[src/rtl/max_index_arbiter.sv]
// max_index_arbiter
// Pipelined N-input maximum-value arbiter. Returns the index of the eligible
// input holding the largest unsigned value; ties go to the lowest index.
// One tournament level per pipeline stage, valid/ready on both sides.
//
// Parameters:
//   N      number of inputs (>= 2, need not be a power of two)
//   W      width of each unsigned input value
//   IDX_W  index width, derived from N (leave at default)
//
// Ports:
//   clk        rising-edge clock
//   rst_n      asynchronous active-low reset
//   in_valid   input vector valid
//   in_ready   block accepts a vector this cycle (= not stalled)
//   in_data    entry i at in_data[i*W +: W]
//   in_en      per-entry eligibility
//   out_valid  result valid
//   out_ready  consumer accepts the result
//   out_idx    winning index (0 when out_none)
//   out_none   no entry was eligible
//   out_value  winning value (0 when out_none), only with ARB_VALUE_OUT_EN
//
// Build option: define ARB_VALUE_OUT_EN to add the out_value port.

module max_index_arbiter #(
    parameter int N     = 16,
    parameter int W     = 8,
    parameter int IDX_W = $clog2(N)
) (
    input  logic             clk,
    input  logic             rst_n,
    input  logic             in_valid,
    output logic             in_ready,
    input  logic [N*W-1:0]   in_data,
    input  logic [N-1:0]     in_en,
    output logic             out_valid,
    input  logic             out_ready,
    output logic [IDX_W-1:0] out_idx,
    output logic             out_none
`ifdef ARB_VALUE_OUT_EN
    ,
    output logic [W-1:0]     out_value
`endif
);

    localparam int          L = IDX_W;
    localparam int unsigned P = 1 << L;

    typedef struct packed {
        logic             en;
        logic [W-1:0]     val;
        logic [IDX_W-1:0] idx;
    } cand_t;

    // Tree in heap order: node j has children 2j (lower indices) and 2j+1.
    // Nodes P..2P-1 are the leaves (input i is node P+i), node 1 is the root.
    // Registered internal nodes live in node_q[2..P-1]; the root is stored
    // directly in the output registers.
    cand_t       leaf   [P];
    cand_t       node_q [P];
    logic [L:1]  vld_q;
    logic        stall;

    logic             root_en;
    logic [IDX_W-1:0] root_idx;
`ifdef ARB_VALUE_OUT_EN
    logic [W-1:0]     root_val;
`endif

    assign stall     = out_valid & ~out_ready;
    assign in_ready  = ~stall;
    assign out_valid = vld_q[L];

    function automatic cand_t pick(input cand_t l, input cand_t r);
        cand_t w;
        w    = (r.en && (!l.en || (r.val > l.val))) ? r : l;
        w.en = l.en | r.en;
        return w;
    endfunction

    function automatic cand_t child(input int unsigned j);
        return (j >= P) ? leaf[j - P] : node_q[j];
    endfunction

    // Valid bit feeding stage s (stage 1 is fed by the input port).
    function automatic logic src_vld(input int unsigned s);
        return (s == 1) ? in_valid : vld_q[s - 1];
    endfunction

    always_comb begin
        for (int unsigned i = 0; i < P; i++) begin
            leaf[i]     = '0;
            leaf[i].idx = IDX_W'(i);
            if (i < N) begin
                leaf[i].en  = in_en[i];
                leaf[i].val = in_data[i*W +: W];
            end
        end
    end

    always_comb begin
        cand_t w;
        w        = pick(child(2), child(3));
        root_en  = w.en;
        root_idx = w.idx;
`ifdef ARB_VALUE_OUT_EN
        root_val = w.val;
`endif
    end

    // Stage s = L - depth. Each stage only loads when its source is valid, so
    // input data is sampled solely on a transfer and bubbles leave data as is.
    always_ff @(posedge clk or negedge rst_n) begin
        if (!rst_n) begin
            vld_q    <= '0;
            for (int unsigned j = 0; j < P; j++) begin
                node_q[j] <= '0;
            end
            out_idx  <= '0;
            out_none <= 1'b0;
`ifdef ARB_VALUE_OUT_EN
            out_value <= '0;
`endif
        end else if (!stall) begin
            vld_q[1] <= in_valid;
            for (int unsigned s = 2; s <= L; s++) begin
                vld_q[s] <= vld_q[s - 1];
            end
            for (int unsigned d = 1; d < L; d++) begin
                if (src_vld(L - d)) begin
                    for (int unsigned j = (1 << d); j < (2 << d); j++) begin
                        node_q[j] <= pick(child(2 * j), child(2 * j + 1));
                    end
                end
            end
            if (src_vld(L)) begin
                out_none <= ~root_en;
                out_idx  <= root_en ? root_idx : '0;
`ifdef ARB_VALUE_OUT_EN
                out_value <= root_en ? root_val : '0;
`endif
            end
        end
    end

endmodule

[config.mk]
export PLATFORM = sky130hd
export DESIGN_NAME = max_index_arbiter
export DESIGN_NICKNAME = d
export VERILOG_FILES = /design/src/rtl/max_index_arbiter.sv
export SDC_FILE = /design/constraint.sdc
export NUM_CORES = 1
export LEC_CHECK = 0
export BUFFER_PORTS_ARGS = -buffer_cell sky130_fd_sc_hd__buf_2
export CORE_ASPECT_RATIO = 1.1
export CORE_MARGIN = 2
export CORE_UTILIZATION = 36
export CTS_CLUSTER_SIZE = 30
export DETAILED_ROUTE_END_ITERATION = 16
export PLACE_DENSITY_LB_ADDON = 0.3
export SLEW_MARGIN = 20
export SYNTH_ARGS = -nofsm -noshare
export SYNTH_HDL_FRONTEND = slang
export SYNTH_SLANG_ARGS = --single-unit
[constraint.sdc]
create_clock -name clk -period 2.2 [get_ports clk]
set_clock_uncertainty 0.1 [all_clocks]
set_input_delay 0.33 -clock clk [delete_from_list [all_inputs] [get_ports clk]]
set_output_delay 0.33 -clock clk [all_outputs]
set_load 0.05 [all_outputs]
==> results of run 1 <==
==> area by class of cell <==
type | instances | area share (%)
multi-input cells | 1080 | 50.5
clock inverters | 15 | 1.16
flip-flops and latches | 162 | 27.4
clock buffers | 17 | 2.88
diodes | 1 | 0.0169
repair buffers | 256 | 11.2
inverters | 125 | 3.17
well taps | 438 | 3.70
==> cells by family after synthesis <==
| family | Yosys count |
|---|---|
| AOI/OAI and AO/OA | 404 |
| and+or+nand+nor | 554 |
| DFF | 162 |
| adders and majority gates | 120 |
| buffers and inverters | 230 |
==> per-stage QoR <==
| step | setup slack, ps | hold slack [ps] | utilization, % | power [mW] |
|---|---|---|---|---|
| final | 115 | 60.4 | 43.4 | 16.7 |
| after global routing | -1.73 | 80.2 | 43.4 | 18.0 |
| after CTS | 39.2 | 49.3 | 43.3 | 16.6 |
| after detailed placement | -94.2 | 255 | 41.5 | 13.5 |
| after global placement | -80.1 | 247 | 41.5 | 13.3 |
| after floorplan | 227 | -65.6 | - | 10.5 |
==> repair_timing <==
action | CTS | global route
pin swaps | 0 | 7
endpoints found under the setup margin | 11 | 25
gates resized for setup | 1 | 2
cloned | 0 | 2
buffers inserted | 0 | 1
hold endpoints to repair | 48 | 0
hold buffers | 1 | 0
==> layout by cell type, fill, tap and decap left out, drive strengths merged, types with 4 or more instances in the layout <==
cell type,count
buf,255
dfrtp,162
nand3,138
inv,132
nand4,127
o2111ai,120
ha,120
a21oi,100
nand2,82
nor2,65
nor3,59
o21ai,49
a31oi,45
a21o,26
and3,25
clkbuf,17
o31a,16
nand3b,15
and3b,14
o31ai,12
nand2b,9
nor2b,8
o21bai,8
o41a,6
or3,5
o41ai,5
a32o,4
clkinvlp,4
==> per-layer routing <==
metal	global-route usage, %	part of all wire, %	vias to the layer above
met5	0	0.028	-
met4	4.94	1.4	2
met3	2.89	5.9	35
met2	32.9	45	412
met1	31.0	48	6006
li1	-	-	6017
==> critical path: stages (launching register included) <==
cell       delay [ps]
dfrtp_1           370
inv_1             100
ha_1              270
a21oi_1           140
a21boi_0          150
or3b_2            520
o2111ai_1         230
nand3_1            90
==> power breakdown <==
| part | switching [mW] | leakage [nW] | internal [mW] |
|---|---|---|---|
| clock network | 1.37 | 0.280 | 1.70 |
| registers | 1.04 | 1.99 | 4.14 |
| logic | 5.24 | 4.65 | 3.24 |
==> worst max-delay path by stage <==
| stage | start | endpoint | slack (ps) | cells after the start |
|---|---|---|---|---|
| final | node_q[179] | out_idx[2] | 110 | 7 |
| after global routing | node_q[127] | node_q[167] | -2 | 8 |
| after CTS | node_q[127] | node_q[167] | 40 | 8 |
| after detailed placement | node_q[153] | node_q[171] | -90 | 6 |
| after global placement | node_q[153] | node_q[171] | -80 | 6 |
| after floorplan | vld_q[4] | node_q[121] | 230 | 6 |
==> state kept, by name (all words and copies together) (netlist names) <==
register / flops
vld_q: 4
out_idx: 4
out_none: 1
node_q: 153
==> results.py, run 1 <==
metrics = {
    "outcome": {
        "status": "complete, no violations",
    },
    "yosys": {
        "synth.ff_latch_count": 162,
        "synth-xor-area-share_pct": 0,
        "synthTopCellsByArea": "dfrtp_1, ha_1, o2111ai_1",
        "synth_compound_area_share_pct": 23.9,
        "postSynthAreaPerCell_um2": 8.46,
        "yosys-top-cells-count": "dfrtp_1, nand3_1, inv_1, nand4_1",
        "synth_ff_type": "dfrtp_1",
        "syn_inst": 1470,
        "synthArstFlopShare_pct": 100,
        "synth_area_um2": 12400,
        "synth-edff-count": 0,
        "synth.most_common_cell": "dfrtp_1",
        "synth_top_area_share_pct": 32.6,
        "synth_top_family_by_area": "compound AO/OA/AOI/OAI gates",
        "synthSimpleGateAreaFrac_pct": 23.8,
        "synth_adder_area_share_pct": 12.1,
        "synth.net_count": 1738,
        "synth_largest_area_cell": "dfrtp_1",
        "synth_warnings": 0,
        "synth_cell_types": 51,
        "ys_seq_area_share_pct": 32.6,
        "synthMuxAreaShare_pct": 0,
    },
    "floorplan": {
        "placeableCoreArea_um2": 34100,
        "die_y_um": 199,
        "chipWidth_um": 181,
        "die-area_um2": 36000,
        "initial_core_util_pct": 36.4,
        "rows": 71,
        "ios": 155,
    },
    "grt": {
        "track_usage_pct": 21.1,
        "grt_pass1_vias": 11900,
        "grt_max_degree": 67,
        "grt_pass1_wl_mm": 62.1,
        "grt_overflow_total": 0,
        "antenna_found_initial": 2,
    },
    "timing": {
        "drv_slew": 0,
        "period_share_pct": 94.8,
        "clock.fmax_mhz": 480,
        "tns_ps": 0,
        "fin_crit_ps": 2090,
        "finalHoldViolCount": 0,
        "setup_viol": 0,
        "worst_slew_pin_slew_ps": 924,
        "slew-limit-headroom_pct": 37.9,
    },
    "finish": {
        "nFillCells": 3445,
        "instances_no_fill": 2094,
        "register_area_um2": 4050,
        "final_nets": 1910,
        "area_delta_synth_final_pct": 19.0,
        "final_area_um2": 14800,
        "multiInputGateArea_um2": 7460,
        "drive_gt1_share_pct": 19.5,
    },
    "worst_setup_path": {
        "crit_type": "reg2reg",
        "reg2reg_depth": 7,
        "cp-start-kind": "flip-flop",
        "r2r_slack_ps": 110,
        "cp_max_fo": 4,
        "timing.rr.start": "node_q[179]",
        "r2r_end": "out_idx[2]",
        "end_kind": "flip-flop",
        "cp.required_ps": 2410,
        "critPathArrivalTime_ps": 2300,
    },
    "placed_design": {
        "port_buffers": 154,
        "placed_cells": 2057,
        "dp_hpwl_mm": 29.7,
        "placed_cell_area_um2": 14200,
        "gp_congestion": 0.910,
    },
    "clock_tree": {
        "clk_pin_slew_worst_paths_ps": 70,
        "cts_buffer_depth": 2,
        "numCtsBuffers": 17,
        "cts-root-buf": "clkbuf_16",
        "cts_tree": "yes",
        "clock_latency_ps": 430,
        "cts.sinks": 162,
        "htreeDepth": 4,
    },
    "job": {
        "cap_violations": 0,
    },
    "hold_path": {
        "holdPathEnd": "node_q[38]",
        "hold_depth": 3,
        "min_from": "in_en[11]",
        "hold_class": "in2reg",
    },
    "routing": {
        "drc_errors": 0,
        "first_pass_iters": 7,
        "drt_wl_total_mm": 38.6,
        "drt_iter0_drc": 1123,
        "vias_per_cell": 5.96,
        "ant_nets": 0,
        "wl_per_cell_um": 18.4,
        "vias": 12500,
    },
    "pwr": {
        "leakage_nw": 6.92,
        "vdd_drop_max_v": 0.000616,
        "powerDensity_nw_per_um2": 1130,
    },
}
Power figures use the tool's default switching activity.
==> inputs of run 2 (changes only) <==
--- a/config.mk
+++ b/config.mk
@@ -12,6 +12,7 @@
 export CTS_CLUSTER_SIZE = 30
 export DETAILED_ROUTE_END_ITERATION = 16
 export PLACE_DENSITY_LB_ADDON = 0.3
+export SETUP_SLACK_MARGIN = 0.5
 export SLEW_MARGIN = 20
 export SYNTH_ARGS = -nofsm -noshare
 export SYNTH_HDL_FRONTEND = slang
==> run 2 against run 1 <==
Sequential share of layout area down 5.8 points. Largest cell class unchanged. Clock-buffer cell count up 4. Wire length up 27%. Final cell count increased by 7.3%. Flip-flop and latch count is the same. First-iteration DRC count is 31% higher. Combinational power grew 72%.
==> results.py, run 2 (same netlist as run 1, synthesis figures left out) <==
metrics = {
    "finish": {
        "final_core_util_pct": 55.2,
        "final_nets": 2062,
        "largest_reg_flops": 153,
        "final_area_um2": 18800,
        "final_common_cell": "buf_4",
        "reg.largest.list": "node_q (153), out_idx (4), vld_q (4)",
        "area_delta_synth_final_pct": 51.5,
        "drive_gt1_share_pct": 44.4,
        "mostFrequentLayoutCells": "buf_4, buf_2, dfrtp_1",
        "max_flop_register": "node_q",
    },
    "floorplan": {
        "placeableCoreArea_um2": 34100,
        "die_y_um": 199,
        "chipWidth_um": 181,
        "ios": 155,
        "die-area_um2": 36000,
        "rows": 71,
        "initial_core_util_pct": 36.4,
    },
    "worst_setup_path": {
        "cp.required_ps": 2470,
        "end_kind": "flip-flop",
        "cp_max_fo": 5,
        "critPathArrivalTime_ps": 2310,
        "cp-start-kind": "flip-flop",
        "crit_type": "reg2reg",
    },
    "routing": {
        "vias_per_cell": 6.29,
        "drt_iter0_drc": 1474,
        "ant_nets": 0,
        "drc_errors": 0,
        "wl_per_cell_um": 21.8,
        "first_pass_iters": 6,
        "vias": 14100,
        "drt_wl_total_mm": 49.0,
    },
    "timing": {
        "fin_crit_ps": 2050,
        "fin_ws_ps": 154,
        "drv_slew": 0,
        "worst_slew_pin_slew_ps": 677,
        "period_share_pct": 93.0,
        "slew-limit-headroom_pct": 54.6,
        "setup_viol": 0,
        "finalHoldViolCount": 0,
        "tns_ps": 0,
        "clock.fmax_mhz": 489,
        "grt_setup_unrepaired": "true",
    },
    "pwr": {
        "pwr-share-seq_pct": 23.3,
        "intPower_mw": 12.3,
        "p_sw_share_pct": 46.7,
        "p_sw_mw": 10.8,
        "power.share.combinational_pct": 63.2,
        "vdd_drop_max_v": 0.000712,
        "pwr-share-clk_pct": 13.5,
        "powerDensity_nw_per_um2": 1230,
        "leakage_nw": 8.06,
    },
    "job": {
        "cap_violations": 0,
    },
    "placed_design": {
        "placed_cell_area_um2": 14800,
        "dp_slack_ps": 0.428,
        "port_buffers": 154,
        "gp_congestion": 0.905,
        "dp_hpwl_mm": 29.6,
    },
    "grt": {
        "grt_pass1_vias": 13000,
        "grt_max_degree": 67,
        "grt_overflow_total": 0,
        "track_usage_pct": 24.4,
        "antenna_found_initial": 2,
        "grt_pass1_wl_mm": 70.8,
    },
    "clock_tree": {
        "cts_tree": "yes",
        "clk_pin_slew_worst_paths_ps": 70,
        "cts-root-buf": "clkbuf_16",
        "cts.sinks": 162,
        "numCtsBuffers": 17,
        "cts_buffer_depth": 2,
        "htreeDepth": 4,
        "clock_latency_ps": 440,
    },
    "hold_path": {
        "hold_class": "in2reg",
    },
    "outcome": {
        "status": "complete, no violations",
    },
}
## run 2: metal layers
metal / track usage, % / wire length (um) / up-vias
met3: 4.30 / 3800 / 136
met2: 38.3 / 23200 / 769
met5: 0 / 0 / -
li1: - / - / 6385
met1: 34.1 / 20500 / 6853
met4: 8.04 / 1610 / 0
## run 2: cell type report
class	count	area (um^2)
clock buffer	21	470
inverter	125	492
clock inverter	10	128
sequential	162	4080
multi-input combinational	1092	9970
antenna	3	7.51
fill	2847	15300
tap	438	548
timing repair buffer	396	3140
## run 2: critical path, stage by stage (launching register included)
cell	delay, ps
dfrtp_1	380
inv_2	80
ha_4	280
nand3_4	130
buf_4	160
o41a_4	410
nor3_2	180
a21oi_1	110
nand3_1	140
## run 2: final timing paths
check | start | depth (start not counted) | slack [ps] | to
setup / recovery | node_q[75] | 8 | 150 | node_q[141]
hold / removal | in_data[1] | 3 | 60 | node_q[96]
setup reg to reg | node_q[75] | 8 | 150 | node_q[141]
hold reg to reg | node_q[2] | 1 | 380 | node_q[2]
max in group asynchronous | rst_n | 3 | 990 | node_q[9]
min in group asynchronous | rst_n | 2 | 330 | node_q[156]
## run 2: per-stage QoR
stage | cells | total power, mW | hold WS [ps]
final | 2247 | 23.1 | 63.2
after global routing | 2246 | 24.3 | 61.4
after CTS | 2175 | 20.5 | 48.2
after detailed placement | 2033 | 14.2 | 223
after global placement | 2033 | 14.0 | 237
after floorplan | 1470 | 11.6 | -65.6
## run 2: repair_timing
item	4_1_cts	5_1_grt
pin swaps	98	108
setup endpoints to repair	97	128
hold buffers	1	0
setup buffers	93	53
resized for setup	197	144
endpoints found under the hold margin	46	0
gates cloned	17	16
## run 2: power groups by stage
stage               registers, mW  clock network [mW]  logic [mW]
detailed placement           5.32                   0        8.88
CTS                          5.25                3.12        12.1
global route                 5.48                3.27        15.5
finish                       5.39                3.11        14.6
global placement             5.30                   0        8.68
floorplan                    5.03                   0        6.57
